<file path="src/rtl/tank_link_pkg.sv">
// Shared definitions for the two-board tank link.
// Used by the receive-side parser and the transmit-side framer.
//   HEADER_BYTE : default frame start byte
//   FRAME_LEN   : bytes per position frame (header, XH, XL, YH, YL, CS)
//   rx_state_t  : receive parser FSM states, one per expected frame byte
package tank_link_pkg;

    localparam logic [7:0] HEADER_BYTE = 8'hA5;
    localparam int         FRAME_LEN   = 6;

    typedef enum logic [2:0] {
        ST_IDLE = 3'd0,
        ST_XH   = 3'd1,
        ST_XL   = 3'd2,
        ST_YH   = 3'd3,
        ST_YL   = 3'd4,
        ST_CS   = 3'd5
    } rx_state_t;

endpackage

</file>
<file path="src/rtl/timeout_counter.sv">
// Saturating cycle counter with a registered expired flag.
// Ports:
//   clk, rst : clock, synchronous active-high reset
//   clear    : zero the count (has priority over enable)
//   enable   : count up by one, stopping at LIMIT
//   expired  : registered, high while count >= LIMIT
// START_SAT selects whether reset leaves the counter saturated (expired)
// or cleared.
module timeout_counter #(
    parameter int LIMIT     = 16,
    parameter bit START_SAT = 1'b0
) (
    input  logic clk,
    input  logic rst,
    input  logic clear,
    input  logic enable,
    output logic expired
);

    localparam int            W   = $clog2(LIMIT) + 1;
    localparam logic [W-1:0]  LIM = W'(LIMIT);

    logic [W-1:0] count;
    logic [W-1:0] count_next;

    always_comb begin
        count_next = count;
        if (clear) begin
            count_next = '0;
        end else if (enable && (count < LIM)) begin
            count_next = count + 1'b1;
        end
    end

    // The flag is computed from the next count so it is registered in the
    // same edge that the count reaches the limit.
    always_ff @(posedge clk) begin
        if (rst) begin
            count   <= START_SAT ? LIM : '0;
            expired <= START_SAT;
        end else begin
            count   <= count_next;
            expired <= (count_next >= LIM);
        end
    end

endmodule

</file>
<file path="src/rtl/tank_pos_rx_parser.sv">
// Receive-side framing stage for the tank link. Decodes 6-byte frames
// (HEADER, XH, XL, YH, YL, CS) from the UART byte stream and publishes the
// opponent X/Y position, holding the last good value.
// Ports:
//   clk, rst     : clock, synchronous active-high reset
//   rx_data      : received byte, valid when rx_done_tick=1
//   rx_done_tick : one-cycle strobe per received byte
//   x_pos, y_pos : last accepted opponent position (10 bits each)
//   pos_valid    : one-cycle pulse when x_pos/y_pos update
//   frame_err    : one-cycle pulse on a rejected or timed-out frame
//   link_up      : high while good frames keep arriving
module tank_pos_rx_parser
    import tank_link_pkg::*;
#(
    parameter logic [7:0] HEADER       = HEADER_BYTE,
    parameter int         BYTE_TIMEOUT = 130000,
    parameter int         LINK_TIMEOUT = 65000000,
    parameter logic [9:0] RESET_X      = 10'd0,
    parameter logic [9:0] RESET_Y      = 10'd0
) (
    input  logic       clk,
    input  logic       rst,
    input  logic [7:0] rx_data,
    input  logic       rx_done_tick,
    output logic [9:0] x_pos,
    output logic [9:0] y_pos,
    output logic       pos_valid,
    output logic       frame_err,
    output logic       link_up
);

    rx_state_t  state;
    rx_state_t  state_next;
    logic [7:0] xh_q, xl_q, yh_q, yl_q;
    logic       accept;
    logic       err_next;
    logic       byte_expired;
    logic       link_expired;

    // Inter-byte timeout: only runs mid-frame, restarts on every byte.
    timeout_counter #(
        .LIMIT     (BYTE_TIMEOUT),
        .START_SAT (1'b0)
    ) u_byte_timeout (
        .clk     (clk),
        .rst     (rst),
        .clear   (rx_done_tick || (state == ST_IDLE)),
        .enable  (state != ST_IDLE),
        .expired (byte_expired)
    );

    // Link watchdog: starts saturated so the link reads down until the
    // first good frame.
    timeout_counter #(
        .LIMIT     (LINK_TIMEOUT),
        .START_SAT (1'b1)
    ) u_link_watchdog (
        .clk     (clk),
        .rst     (rst),
        .clear   (accept),
        .enable  (1'b1),
        .expired (link_expired)
    );

    assign link_up = ~link_expired;

    always_ff @(posedge clk) begin
        if (rst) begin
            state <= ST_IDLE;
        end else begin
            state <= state_next;
        end
    end

    always_comb begin
        state_next = state;
        accept     = 1'b0;
        err_next   = 1'b0;
        if (rx_done_tick) begin
            // A byte arriving in the expiry cycle is processed normally.
            case (state)
                ST_IDLE: if (rx_data == HEADER) state_next = ST_XH;
                ST_XH:   state_next = ST_XL;
                ST_XL:   state_next = ST_YH;
                ST_YH:   state_next = ST_YL;
                ST_YL:   state_next = ST_CS;
                ST_CS: begin
                    state_next = ST_IDLE;
                    if ((rx_data == (xh_q ^ xl_q ^ yh_q ^ yl_q)) &&
                        (xh_q[7:2] == 6'd0) && (yh_q[7:2] == 6'd0)) begin
                        accept = 1'b1;
                    end else begin
                        err_next = 1'b1;
                    end
                end
                default: state_next = ST_IDLE;
            endcase
        end else if (byte_expired && (state != ST_IDLE)) begin
            state_next = ST_IDLE;
            err_next   = 1'b1;
        end
    end

    // Shadow registers capture payload bytes; outputs copy them only on
    // an accepted frame.
    always_ff @(posedge clk) begin
        if (rst) begin
            xh_q      <= 8'd0;
            xl_q      <= 8'd0;
            yh_q      <= 8'd0;
            yl_q      <= 8'd0;
            x_pos     <= RESET_X;
            y_pos     <= RESET_Y;
            pos_valid <= 1'b0;
            frame_err <= 1'b0;
        end else begin
            if (rx_done_tick) begin
                case (state)
                    ST_XH:   xh_q <= rx_data;
                    ST_XL:   xl_q <= rx_data;
                    ST_YH:   yh_q <= rx_data;
                    ST_YL:   yl_q <= rx_data;
                    default: ;
                endcase
            end
            if (accept) begin
                x_pos <= {xh_q[1:0], xl_q};
                y_pos <= {yh_q[1:0], yl_q};
            end
            pos_valid <= accept;
            frame_err <= err_next;
        end
    end

endmodule

</file>
<file path="config.mk">
export PLATFORM = sky130hd
export DESIGN_NAME = tank_pos_rx_parser
export DESIGN_NICKNAME = d
export VERILOG_FILES = /design/src/rtl/tank_link_pkg.sv /design/src/rtl/timeout_counter.sv /design/src/rtl/tank_pos_rx_parser.sv
export SDC_FILE = /design/constraint.sdc
export NUM_CORES = 1
export LEC_CHECK = 0
export BUFFER_PORTS_ARGS = -buffer_cell sky130_fd_sc_hd__buf_2
export CAP_MARGIN = 20
export CORE_ASPECT_RATIO = 0.8
export CORE_MARGIN = 10
export CORE_UTILIZATION = 45
export CTS_CLUSTER_DIAMETER = 200
export DETAILED_ROUTE_END_ITERATION = 12
export SLEW_MARGIN = 10
export SYNTH_ARGS = -nofsm -noshare
export SYNTH_HDL_FRONTEND = slang
export SYNTH_SLANG_ARGS = --single-unit
</file>
<file path="constraint.sdc">
create_clock -name clk -period 2.2 [get_ports clk]
set_input_delay 0.11 -clock clk [delete_from_list [all_inputs] [get_ports clk]]
set_output_delay 0.11 -clock clk [all_outputs]
set_load 0.1 [all_outputs]
</file>
# --- Word level (Yosys, flattened, before mapping) ---
# Index checks and enable logic that the tools add are counted.
# W data, S select, Z words.
word_totals:
  ff_bits: 104
  input_bits: 11
  output_inout_bits: 23
  elab_cells: 61
op_classes:
  addsub: 2
  n_lt_le_gt_ge: 4
  n_eq_ne: 8
  mux: 15
  bitwise: 4
  reduce_logical: 15
op_table:
  columns: ["cell", "n"]
  rows:
  - ["$mux W27", 2]
  - ["$mux W18", 2]
  - ["$add A27 B1 Y27 const B", 1]
  - ["$ge A27 B26 Y1 const B", 1]
  - ["$lt A27 B26 Y1 const B", 1]
  - ["$xor A8 B8 Y8", 3]
  - ["$add A18 B1 Y18 const B", 1]
  - ["$ge A18 B17 Y1 const B", 1]
  - ["$lt A18 B17 Y1 const B", 1]
  - ["$pmux W3 S5", 1]
  - ["$logic_not A6 Y1", 2]
  - ["$reduce_and A2 Y1", 5]
  - ["$mux W3", 3]
  - ["$eq A8 B8 Y1", 1]
  - ["$eq A8 B8 Y1 const B", 1]
  - ["$mux W1", 7]
  - ["$eq A3 B2 Y1 const B", 2]
  - ["$eq A3 B3 Y1 const B", 2]
  - ["$logic_and A1 B1 Y1", 4]
  - ["$eq A3 B1 Y1 const B", 1]
  - ["$logic_not A3 Y1", 1]
  - ["$ne A3 B2 Y1 const B", 1]
  - ["$reduce_bool A3 Y1", 1]
  - ["$reduce_bool A2 Y1", 1]
  - ["other kinds (2)", 2]

# --- Longest topological paths before layout ---
depth:
  ltp_word: 11
  depth_mapped: 10
  depth_no_buf: 9

# --- Modules after synthesis ---
# Synthesis repeated with hierarchy kept, for this count alone.
unflattened:
  hier_cells: 591
  area_unflattened_um2: 5381.4
by_module_without_submodules:
  columns: ["module", "instances", "cells_per_inst", "area_each_um2", "seq_area_each_um2"]
  rows:
  - ["tank_pos_rx_parser", 1, 278, 2683.8, 1141.1]
  - ["timeout_counter (u_link_watchdog)", 1, 191, 1650.3, 560.5]
  - ["timeout_counter (u_byte_timeout)", 1, 122, 1047.3, 380.4]

# --- Worst setup path before layout ---
# OpenSTA, ideal clock, no wires.
synth_path:
  path_kind: "register -> register"
  start: "reg u_link_watchdog.count[0]"
  end: "reg u_link_watchdog.expired"
  setup_ns: 0.122
  arrival_time_ns: 2.209
  required_ns: 2.078
  slack_ns: -0.130
  path_stages_with_launch: 11
  n_path_buf: 1
  period_less_slack_ns: 2.330
  path_cell_list: "dfxtp_1 ha_1 and4_1 clkbuf_1 o2111ai_1 a31oi_1 mux2i_1 a21oi_1 and4bb_1 o41ai_2 a221o_1"
synth_via:
  elab_chain_cells: 4
  elab_cells_between_ends: 5
  classes_between: "1 x add/sub; 2 x order compare; 2 x mux"
synth_lines:
  columns: ["element", "line", "text"]
  rows:
  - ["start: declaration", "timeout_counter.sv:23", "logic [W-1:0] count;"]
  - ["start signal: assignment", "timeout_counter.sv:39", "count <= START_SAT ? LIM : '0;"]
  - ["start signal: assignment", "timeout_counter.sv:42", "count <= count_next;"]
  - ["$add A27 B1 Y27 or $lt A27 B26 Y1 (tied branches)", "timeout_counter.sv:31, timeout_counter.sv:30", null]
  - ["$mux W27 (*)", "timeout_counter.sv:30", "end else if (enable && (count < LIM)) begin"]
  - ["$mux W27 (*)", "timeout_counter.sv:28", "if (clear) begin"]
  - ["$ge A27 B26 Y1 (*)", "timeout_counter.sv:43", "expired <= (count_next >= LIM);"]
  - ["end signal: assignment", "timeout_counter.sv:43", null]
  - ["end: declaration", "timeout_counter.sv:17", "output logic expired"]
# Every way passes the cells marked *; elsewhere a longest branch is shown, timed or not.
# A chain may end at the register's enable or synchronous reset.

# --- Worst setup path in the final report ---
layout_path:
  start: "reg u_link_watchdog.count[21]"
  end: "reg u_link_watchdog.expired"
# Same word-level chain as after synthesis.

==> impl_metrics.json <==
{
  "areaGrowthSynthToFinish_pct": 27.6,
  "netlist_area_sq_um": 4910,
  "grt_pass1_vias": 4157,
  "place_congestion": 0.864,
  "drt_pass1_iterations": 4,
  "ctsHtreeMaxLevel": 3,
  "avgSynthCellArea_sq_um": 8.61,
  "drtIter0Drc": 269,
  "relSlewSlack_pct": 63.3,
  "nets": 688,
  "core_area_sq_um": 10800,
  "clockBufferDepth": 2,
  "crit_chain": "nand3b_1 -> nor4_4 -> and3_4 -> and3b_1 -> xnor2_1 -> a2111o_1 -> o41ai_2 -> a221o_1",
  "core.rowCount": 34,
  "status": "complete, but fails checks",
  "nFillCells": 962,
  "worstSetupPathType": "flop to flop",
  "rsz0062_at_grt": "yes",
  "stdcell_count": 824,
  "critPathMaxStageDelay_ns": 0.35,
  "ys_warn_count": 0,
  "period_minus_slack_ns": 2.30,
  "die_area_sq_um": 15500,
  "slew_violations": 0,
  "crit_arrival_ns": 2.60,
  "crit_path_start_kind": "flop",
  "track_usage_pct": 15.9,
  "power_mw": 3.57,
  "fin_crit_sh_pct": 105,
  "syn-instance-count": 571,
  "end_kind": "flop",
  "via_count": 4282,
  "insertion_delay_ns": 0.35,
  "place_hpwl_mm": 9.04,
  "io_pins": 34,
  "overflow": 0,
  "grt_max_degree": 27,
  "clock-sinks": 104,
  "power.density_nw_per_um2": 569,
  "root_buffer": "clkbuf_16",
  "crit_slowest_cell": "nor4_4",
  "avgViaCountPerCell": 5.20,
  "tightestPinTransition_ns": 0.549,
  "hold_buffers": 0,
  "routed_wl_mm": 12.3,
  "synthDistinctLibCells": 57,
  "fin_area_sq_um": 6270,
  "die-height_microns": 113,
  "ant_nets": 0,
  "async_reset_ff_share_pct": 0,
  "synth-seq-cells": 104,
  "setup_tns_ns": -0.102,
  "antenna_found_initial": 0,
  "cts_tree": "done",
  "worstPathMaxFanout": 8,
  "seq_area_frac_synth_pct": 42.4,
  "violations": "setup timing",
  "detail_route.wl_per_cell_microns": 15.0,
  "synth_flop_cell": "dfxtp_1",
  "syn_nets": 584,
  "synth-edff-count": 0,
  "start_util_pct": 45.7,
  "power_leakage_nw": 2.50,
  "hold_path_class": "primary input to flop",
  "route.detailed.drc": 0,
  "dpl.cell_count": 799,
  "vdd_drop_max_v": 0.000420,
  "grt_pass1_wl_mm": 20.4,
  "hold_ws_ns": 0.0797,
  "cp.required_ns": 2.50,
  "dpl_cell_area_sq_um": 5760,
  "n_antenna_cell": 0,
  "maxCapViolations": 0,
  "worst_slack_ns": -0.102,
  "setup_viol_count_final": 1,
  "clk_pin_slew_worst_paths_ns": 0.08,
  "cts_buffers": 9,
  "max_freq_ghz": 0.434,
  "dieWidth_microns": 137,
  "drive_above_1_share_pct": 26.0,
  "hold_viol": 0,
  "port_buffers": 33,
  "skew_ns": 0.00889
}
[sequential cells by signal, indices dropped and copies added, names as in the netlist]
signal                   count
yl_q                         8
state                        3
frame_err                    1
yh_q                         8
xh_q                         8
u_byte_timeout.count        18
u_link_watchdog.expired      1
u_byte_timeout.expired       1
y_pos                       10
x_pos                       10
pos_valid                    1
xl_q                         8
u_link_watchdog.count       27
[metal layers]
layer / up-vias / wire length (microns) / track usage (%)
li1: 2160 / - / -
met5: - / 0 / 0
met4: 0 / 91 / 4.00
met1: 2027 / 6040 / 22.7
met2: 86 / 5350 / 23.3
met3: 9 / 848 / 3.69
[power breakdown]
group          switching (mW)  internal (mW)
Sequential           0.000208           1.88
Clock                   0.782          0.795
Combinational          0.0655         0.0434
Total                   0.848           2.72
[through the flow]
step           util (%)  worst slack, ns
5_1_grt            58.2           -0.246
6_report           58.2           -0.102
3_3_place_gp       53.5          -0.0949
4_1_cts            56.7          -0.0587
3_5_place_dp       53.5          -0.0972
2_1_floorplan         -          -0.0447
[cell usage in the layout (no fill, tap or decap), drive strengths merged, types with 6 or more instances in the layout]
master,count
nand4,9
buf,123
xnor2,41
o21bai,12
nand3,19
nor3,11
clkbuf,10
xor2,28
dfxtp,104
mux2i,31
and3,10
nand2,79
nor4,8
and4,8
a21oi,34
or2,6
inv,9
nor2,74
o21ai,7
[worst max-delay path: cells and delay by family, from the launching register on]
kind | cells | cell delay (ns)
compound gates | 3 | 0.71
xor+xnor | 1 | 0.17
flops | 1 | 0.31
simple gates | 4 | 1.05
[cell type report]
type,count,area [sq um],area share (%)
clock buffer,9,225,3.59
inverter,6,22.5,0.359
tap,144,180,2.87
sequential,104,2090,33.4
clock inverter,7,66.3,1.06
multi-input combinational,430,2780,44.4
timing repair buffer,124,898,14.3
[cell usage after synthesis (all sizes together) (2+ instances only)]
library cell | instances | share of area, %
a21oi | 34 | 3.5
a22oi | 2 | 0.31
a31oi | 3 | 0.38
and2 | 3 | 0.38
and3 | 10 | 1.4
and3b | 2 | 0.36
and4 | 8 | 1.5
buf | 9 | 1.2
clkbuf | 22 | 1.7
dfxtp | 104 | 42
ha | 2 | 0.51
inv | 6 | 0.46
mux2i | 31 | 6.3
nand2 | 79 | 6.0
nand2b | 5 | 0.64
nand3 | 19 | 1.9
nand3b | 2 | 0.31
nand4 | 9 | 1.1
nand4b | 3 | 0.53
nor2 | 74 | 5.7
nor2b | 5 | 0.64
nor3 | 11 | 1.1
nor4 | 8 | 1.1
nor4bb | 2 | 0.41
o2111ai | 2 | 0.36
o21a | 3 | 0.46
o21ai | 7 | 0.71
o21bai | 12 | 1.8
o311ai | 2 | 0.36
or2 | 6 | 0.76
or3 | 2 | 0.25
xnor2 | 41 | 7.3
xor2 | 28 | 5.0
[worst paths after layout]
path	start	to	slack [ns]	cells after the start
setup / recovery	u_link_watchdog.count[21]	u_link_watchdog.expired	-0.10	8
hold / removal	rx_data[2]	yh_q[2]	0.08	3
setup reg to reg	u_link_watchdog.count[21]	u_link_watchdog.expired	-0.10	8
hold reg to reg	u_byte_timeout.count[17]	u_byte_timeout.count[17]	0.44	2
[kinds of logic after synthesis]
family / count (synthesis) / share of synthesized area, %
muxes: 32 / 6.54
adders and majority gates: 2 / 0.509
AOI/OAI and AO/OA: 75 / 9.91
buffers and inverters: 37 / 3.39
DFF: 104 / 42.4
xor gates and xnor gates: 69 / 12.3
and+or+nand+nor: 252 / 25.0
[timing repair]
item	CTS	global route
pin swaps	4	7
endpoints found under the hold margin	0	0
buffers inserted	3	5
gates resized for setup	11	23
setup endpoints to repair	1	37
gates cloned	0	1
Power figures use the tool's default switching activity.
